--- config.mk ---
export PLATFORM = sky130hd
export DESIGN_NAME = mem_ls_unit
export DESIGN_NICKNAME = d
export VERILOG_FILES = /design/src/rtl/mem_ls_unit.sv
export SDC_FILE = /design/constraint.sdc
export NUM_CORES = 1
export LEC_CHECK = 0
export ABC_AREA = 1
export CAP_MARGIN = 30
export CORE_AREA = 2 2 102 104
export DETAILED_ROUTE_END_ITERATION = 7
export DIE_AREA = 0 0 104 106
export PLACE_DENSITY = 0.76
export SLEW_MARGIN = 10
export SYNTH_ARGS = -nofsm -noshare
export SYNTH_HDL_FRONTEND = slang
export SYNTH_SLANG_ARGS = --single-unit
--- constraint.sdc ---
create_clock -name clk -period 4.8 [get_ports clk]
set_input_delay 0.96 -clock clk [delete_from_list [all_inputs] [get_ports clk]]
set_output_delay 0.96 -clock clk [all_outputs]
set_load 0.02 [all_outputs]
--- src/rtl/mem_ls_unit.sv ---
// -----------------------------------------------------------------------------
// mem_ls_unit -- memory-access stage between EXE and WB.
//
// Drives a synchronous data RAM directly. It handles byte/half/word loads
// (signed and unsigned) and byte/half/word stores. The data RAM read latency
// is LOAD_LAT cycles. A store is issued exactly once, even while the stage
// is stalled.
//
// Optional feature, selected by the macro MEM_MISALIGN_EXC_EN:
//   defined   : a misaligned half/word access raises addr_exc. The store
//               write is suppressed, a load completes at once, and
//               mem_result carries the faulting address.
//   undefined : addr_exc is tied low and the low address bits are ignored
//               (the access is aligned down).
//
// Parameters:
//   LOAD_LAT  data RAM read latency, address to dm_rdata valid (1..7)
//   ADDR_W    width of dm_addr (3..32)
//
// Ports:
//   clk, rst        clock, asynchronous active-high reset
//   MEM_valid       stage holds a valid instruction
//   MEM_allow_in    stage accepts a new instruction next edge (retires current)
//   inst_load       instruction is a load
//   inst_store      instruction is a store (wins if both are set)
//   ls_size         00 byte, 01 half, 10/11 word
//   ls_unsigned     zero-extend load result
//   exe_result      effective address / ALU result
//   store_data      store source value
//   dm_rdata        data RAM read data
//   dm_addr         RAM address, aligned down to the access size
//   dm_wen          byte write enables
//   dm_wdata        lane-replicated store data
//   MEM_over        stage finished its work this cycle
//   mem_result      load result, or exe_result for everything else
//   addr_exc        misaligned access
// -----------------------------------------------------------------------------
module mem_ls_unit #(
  parameter int LOAD_LAT = 1,
  parameter int ADDR_W   = 32
) (
  input  logic              clk,
  input  logic              rst,
  input  logic              MEM_valid,
  input  logic              MEM_allow_in,
  input  logic              inst_load,
  input  logic              inst_store,
  input  logic [1:0]        ls_size,
  input  logic              ls_unsigned,
  input  logic [31:0]       exe_result,
  input  logic [31:0]       store_data,
  input  logic [31:0]       dm_rdata,
  output logic [ADDR_W-1:0] dm_addr,
  output logic [3:0]        dm_wen,
  output logic [31:0]       dm_wdata,
  output logic              MEM_over,
  output logic [31:0]       mem_result,
  output logic              addr_exc
);

  typedef enum logic [1:0] {
    IDLE   = 2'd0,
    WAIT   = 2'd1,
    DONE   = 2'd2,
    STORED = 2'd3
  } state_t;

  localparam logic [2:0] LAT_C = 3'(LOAD_LAT);

  state_t      state, state_next;
  logic [2:0]  lat_cnt, lat_cnt_next;
  logic [31:0] rdata_r;
  logic        capture;

  // Access decode. A store wins over a load if both are flagged.
  logic       is_store, is_load, is_byte, is_half;
  logic [1:0] low_bits;
  logic       exc;

  assign is_store = inst_store;
  assign is_load  = inst_load & ~inst_store;
  assign is_byte  = (ls_size == 2'b00);
  assign is_half  = (ls_size == 2'b01);

  // Low address bits after aligning down to the access size.
  assign low_bits = is_byte ? exe_result[1:0] :
                    is_half ? {exe_result[1], 1'b0} : 2'b00;

`ifdef MEM_MISALIGN_EXC_EN
  logic misaligned;
  assign misaligned = (is_half & exe_result[0]) |
                      (~is_byte & ~is_half & (exe_result[1:0] != 2'b00));
  assign exc = MEM_valid & (inst_load | inst_store) & misaligned;
`else
  assign exc = 1'b0;
`endif

  assign dm_addr  = {exe_result[ADDR_W-1:2], low_bits};
  assign addr_exc = exc & ~rst;

  // ---------------------------------------------------------------------------
  // State register, latency counter and read-data capture
  // ---------------------------------------------------------------------------
  always_ff @(posedge clk or posedge rst) begin
    if (rst) begin
      state   <= IDLE;
      lat_cnt <= 3'd0;
      rdata_r <= 32'd0;
    end else begin
      state   <= state_next;
      lat_cnt <= lat_cnt_next;
      if (capture) begin
        rdata_r <= dm_rdata;
      end
    end
  end

  // ---------------------------------------------------------------------------
  // Next-state logic
  // ---------------------------------------------------------------------------
  always_comb begin
    state_next   = state;
    lat_cnt_next = lat_cnt;
    capture      = 1'b0;
    unique case (state)
      IDLE: begin
        if (MEM_valid) begin
          if (is_store) begin
            // The write happens in this cycle. STORED only holds MEM_over
            // while the stage is stalled, so the write is never repeated.
            // If the stage retires at once, stay in IDLE for the next one.
            if (!exc && !MEM_allow_in) begin
              state_next = STORED;
            end
          end else if (is_load && !exc) begin
            state_next   = WAIT;
            lat_cnt_next = 3'd1;
          end
        end
      end
      WAIT: begin
        if (!MEM_valid) begin
          // Flush: drop the read in flight.
          state_next   = IDLE;
          lat_cnt_next = 3'd0;
        end else if (lat_cnt == LAT_C) begin
          capture      = 1'b1;
          state_next   = DONE;
          lat_cnt_next = 3'd0;
        end else begin
          lat_cnt_next = lat_cnt + 3'd1;
        end
      end
      DONE, STORED: begin
        if (MEM_allow_in) begin
          state_next = IDLE;
        end
      end
      default: state_next = IDLE;
    endcase
  end

  // ---------------------------------------------------------------------------
  // Output logic
  // ---------------------------------------------------------------------------
  logic [7:0]  load_byte;
  logic [15:0] load_half;
  logic [31:0] load_value;

  assign load_byte = rdata_r[{exe_result[1:0], 3'b000} +: 8];
  assign load_half = exe_result[1] ? rdata_r[31:16] : rdata_r[15:0];

  always_comb begin
    load_value = rdata_r;
    if (is_byte) begin
      load_value = {{24{~ls_unsigned & load_byte[7]}}, load_byte};
    end else if (is_half) begin
      load_value = {{16{~ls_unsigned & load_half[15]}}, load_half};
    end
  end

  always_comb begin
    MEM_over   = 1'b0;
    dm_wen     = 4'b0000;
    dm_wdata   = store_data;
    mem_result = (is_load && !exc) ? load_value : exe_result;

    if (is_byte) begin
      dm_wdata = {4{store_data[7:0]}};
    end else if (is_half) begin
      dm_wdata = {2{store_data[15:0]}};
    end

    unique case (state)
      IDLE: begin
        // Only an aligned load needs further cycles.
        MEM_over = MEM_valid & ~(is_load & ~exc);
        if (MEM_valid && is_store && !exc) begin
          if (is_byte) begin
            dm_wen = 4'b0001 << low_bits;
          end else if (is_half) begin
            dm_wen = 4'b0011 << low_bits;
          end else begin
            dm_wen = 4'b1111;
          end
        end
      end
      WAIT:         MEM_over = 1'b0;
      DONE, STORED: MEM_over = 1'b1;
      default:      MEM_over = 1'b0;
    endcase

    // Reset cuts any write in flight short without waiting for a clock.
    if (rst) begin
      MEM_over = 1'b0;
      dm_wen   = 4'b0000;
    end
  end

endmodule
Yosys cells after proc, flatten, opt, wreduce, memory -nomap -nowiden

Cells that the tools add are included.

Flip-flop bits (word level): 37
Word-level logic and storage cells: 65

Add/sub/neg operators: 1
Eq/ne operators: 12
Shift-type cells: 3
Muxes and demuxes: 32
Bitwise logic cells: 7
Reduce and logical (&&, ||, !) cells: 7

Operators with widths:

| cell                  | number |
|---|---|
| $mux W32              | 5 |
| $shiftx A32 B6 Y8     | 1 |
| $mux W4               | 5 |
| $mux W2               | 9 |
| $mux W16              | 1 |
| $mux W3               | 5 |
| $ne A3 B3 Y1 const B  | 3 |
| $ne A2 B2 Y1 const B  | 4 |
| $pmux W2 S3           | 1 |
| $pmux W3 S2           | 1 |
| $reduce_and A5 Y1     | 1 |
| $and A1 B1 Y1         | 4 |
| $eq A2 B1 Y1 const B  | 2 |
| $eq A2 B2 Y1 const B  | 2 |
| $logic_not A2 Y1      | 2 |
| $mux W1               | 4 |
| $reduce_and A4 Y1     | 1 |
| $shl A1 B2 Y4 const A | 1 |
| $shl A2 B2 Y4 const A | 1 |
| $add A3 B1 Y3 const B | 1 |
| $eq A3 B1 Y1 const B  | 1 |
| $not A1 Y1            | 3 |
| $pmux W1 S3           | 1 |
| $reduce_bool A2 Y1    | 1 |
| 2 further kinds       | 2 |

Logic depth before layout (Yosys ltp)

Depth after elaboration: 9
Mapped depth: 11
Gate-level depth less buffers: 9

Least setup slack after synthesis

Ideal clock, no wire load.

Path kind: input to output
Start: input ls_size[1]
End: output dm_wen[3]
Arrival time: 2212 ps
Setup slack: 1628 ps
Cell stages on the path: 9
Cell sequence: buf_2 > inv_2 > nand2_1 > buf_4 > buf_4 > nor2_1 > ha_1 > o21ai_0 > a21oi_1

Longest elaborated chain between the ends: 9

Ends and longest elaborated chain:

| element         | line | source |
|---|---|---|
| start, declared | 48   | `input logic [1:0] ls_size,` |
| $eq A2 B1 Y1    | 83   | `assign is_half = (ls_size == 2'b01);` |
| $mux W2         | 87   | `is_half ? {exe_result[1], 1'b0} : 2'b00;` |
| $mux W2         | 86   | `assign low_bits = is_byte ? exe_result[1:0] :` |
| $shl A2 B2 Y4   | 202  | `dm_wen = 4'b0011 << low_bits;` |
| $mux W4         | 201  | `end else if (is_half) begin` |
| $mux W4 *       | 199  | `if (is_byte) begin` |
| $mux W4 *       | 198  | `if (MEM_valid && is_store && !exc) begin` |
| $mux W4 *       | 194  | `unique case (state)` |
| $mux W4 *       | 214  | `if (rst) begin` |
| end, declared   | 54   | `output logic [3:0] dm_wen,` |

Every way passes the cells marked *; elsewhere a longest branch is shown, timed or not.

Worst setup path after layout

Start: input ls_size[1]
End: output mem_result[5]

Longest elaborated chain between the ends: 4

Ends and longest elaborated chain:

| element       | line | source |
|---|---|---|
| $eq A2 B1 Y1  | 83   |  |
| $mux W32      | 177  | `end else if (is_half) begin` |
| $mux W32 *    | 175  | `if (is_byte) begin` |
| $mux W32 *    | 186  | `mem_result = (is_load && !exc) ? load_value : exe_result;` |
| end, declared | 57   | `output logic [31:0] mem_result,` |

Marks and branches as above.

==> metrics.txt <==
initial antenna violation count 0; Distinct cells, synth 30; number of enable flip-flop cells after synthesis 0; area delta synth->final 50.66%; Post-CTS Repair Setup Buffers 0; ratio of cells with drive above 1 in the final layout 8.993%; vias per cell 4.918; Initial Utilization 37.17%; I/O Buffers 205; Total Power 1.813 mW; slowest stage delay, CP 600 ps; # hold bufs at CTS 0; Syn Inst Count 595; drc violations 0; slowest CP cell clkdlybuf4s50_1; wire length per cell 14.79 microns; Post-Place Setup Slack 468.6 ps; Die H 106 microns; post-cts sizing count 0; clk sink count 37; post-route setup slack 375.8 ps; routability cong. 0.9168; Setup violations, final 0; power per cell area 323.6 mW/mm^2; Worst Clk Skew 6.970 ps; Syn Nets 701; area leader, netlist dfrtp_1; buffers and inverters on the worst path 3; kind of critical path input port to primary output; Final nets 851; clk_lat worst skew 290 ps; sequential group share of total power 32.3%; Mapped Area 0.003717 sq mm; Layout Cells excl Fill 881; status complete, no violations; CTS tree built; Setup crit end kind primary output; via count 4333; vias in the first global route 4133; number of top-level pins 207; Seq cells post-synth 37; Clock Power Share 12.0%; Leak Pwr 2.742 nW; Die Width 104 microns; Root Driver clkbuf_8; Sw Ratio 44.65%; Worst Hold Class flip-flop to flip-flop; Net Sw Power 0.8093 mW; Arrival @ worst endpoint 3460 ps; Rows 37; die area 0.01102 sq mm; Slew @ Worst Pin 758.3 ps; grt total ovfl 0; Tmin final 4424 ps; fin crit share 92.17%; Int Power 1.003 mW; # Max-Cap Violations 0; Inserted Clock Buffers 5; Global Route Usage Sum 22.67%; top achievable clock speed 226.0 MHz; Gate power share 55.7%; kind of cell adding the most delay to the critical path buffers and inverters; initial drt markers 356; Cells after DPL 873; crit-path cells clkdlybuf4s50_1 > inv_2 > nand3_1 > o211ai_1 > nand3_1 > nand2_1 > clkdlybuf4s50_1; Max Slew Vio Count 0; post-synth top area share 24.91%; Worst Setup Start Kind input port; core footprint 0.01000 sq mm; DRT Pass-1 Iters 5; setup slack, reg-to-reg 3190 ps; Post-synth ARST share 100.0%; first-pass GRT wire length 20350 microns; cell with the most instances after synthesis nand2_1; Required @ worst endpoint 3840 ps; DP Wirelength 10550 microns; htree depth 2; Post-synth top cells nand2_1 (220), inv_1 (68), nor2_1 (45); final hold vios 0; Main synth FF type dfrtp_1; diode count 0; Clock Path Buffers 2; synthesized area per cell 6.248 sq um; Peak supply drop 0.0001971 V; CTS clock-pin slew for the worst setup and hold paths 70 ps; final setup TNS 0 ps; RSZ-0062 raised after global routing no; Seq/Total Area, Yosys 24.91%; pin count of the biggest net entering global routing 65; Routed Antenna Nets 0; relative slew slack 49.30%; Crit Path Max Fanout 20; total wire length 13030 microns; Ys Warns 0; ranking of synthesized cells by area dfrtp_1 (25%), nand2_1 (22%), buf_4 (8.5%), inv_1 (6.9%), o211ai_1 (4.8%)
layer usage:
metal,global-route usage [%],wire length [microns],vias up
met4,10.33,482,0
met5,0,0,-
met3,3.495,994,37
met1,26.34,5081,1954
li1,-,-,2117
met2,41.07,6467,225
placed cells by master, fill, tap and decap left out, types with 2 or more instances in the layout:
master	Yosys	routed
a21oi_1	15	15
a21oi_2	18	18
buf_4	42	9
clkbuf_8	0	6
clkdlybuf4s50_1	0	205
dfrtp_1	37	37
inv_1	68	68
inv_2	6	6
nand2_1	220	220
nand2_2	2	2
nand3_1	24	24
nand3_2	2	2
nand4_1	2	2
nor2_1	45	45
nor2_2	2	2
nor2_4	11	11
nor3_1	2	2
o211ai_1	24	24
o21ai_0	25	25
o21ai_1	5	5
o21ai_2	9	9
worst min-delay path, delay by kind of cell, from the launching register on:
kind	cells	cell delay [ps]
flops	1	350
compound gates	1	100
buf+inv	1	60
state kept, by name, summed over array words and instances, names as in the netlist:
| signal | count |
|---|---|
| rdata_r | 32 |
| lat_cnt | 3 |
| state | 2 |
through the flow:
step                      area (sq um)  utilization [%]  hold slack, ps
after global routing              5600            56.01           568.7
after global placement            5487            54.87           522.5
after detailed placement          5487            54.87           526.2
final                             5600            56.01           543.8
after CTS                         5573            55.73           541.3
after floorplan                   3717                -           472.2
power by group through the flow:
stage	clock [mW]	combinational (mW)	sequential, mW
2_1_floorplan	0	0.693	0.529
3_3_place_gp	0	0.975	0.577
3_5_place_dp	0	0.997	0.582
4_1_cts	0.221	1.00	0.577
5_1_grt	0.233	1.12	0.596
6_report	0.217	1.01	0.585
final timing paths:
kind / from / endpoint / cells past startpoint
min in group asynchronous: rst / rdata_r[25] / 2
max reg2reg: state[1] / rdata_r[2] / 8
max in group asynchronous: rst / lat_cnt[0] / 3
min: rdata_r[0] / rdata_r[0] / 2
max: ls_size[1] / mem_result[5] / 7
min reg2reg: rdata_r[0] / rdata_r[0] / 2
logic make-up after synthesis:
group           after synthesis  share of synthesized area (%)
buf+inv                     147                          21.64
flops                        37                          24.91
fa+ha+maj                     1                         0.3365
simple gates                311                          35.31
other cells                   1                         0.1009
compound gates               98                          17.70
cell type report:
cell class | count | area [sq um]
fillers | 966 | 4399
repair buffers | 215 | 2147
multi-input cells | 411 | 1989
flip-flops and latches | 37 | 925.9
inverters | 75 | 281.5
well taps | 136 | 170.2
clock buffers | 7 | 86.33
Power figures use the tool's default switching activity.
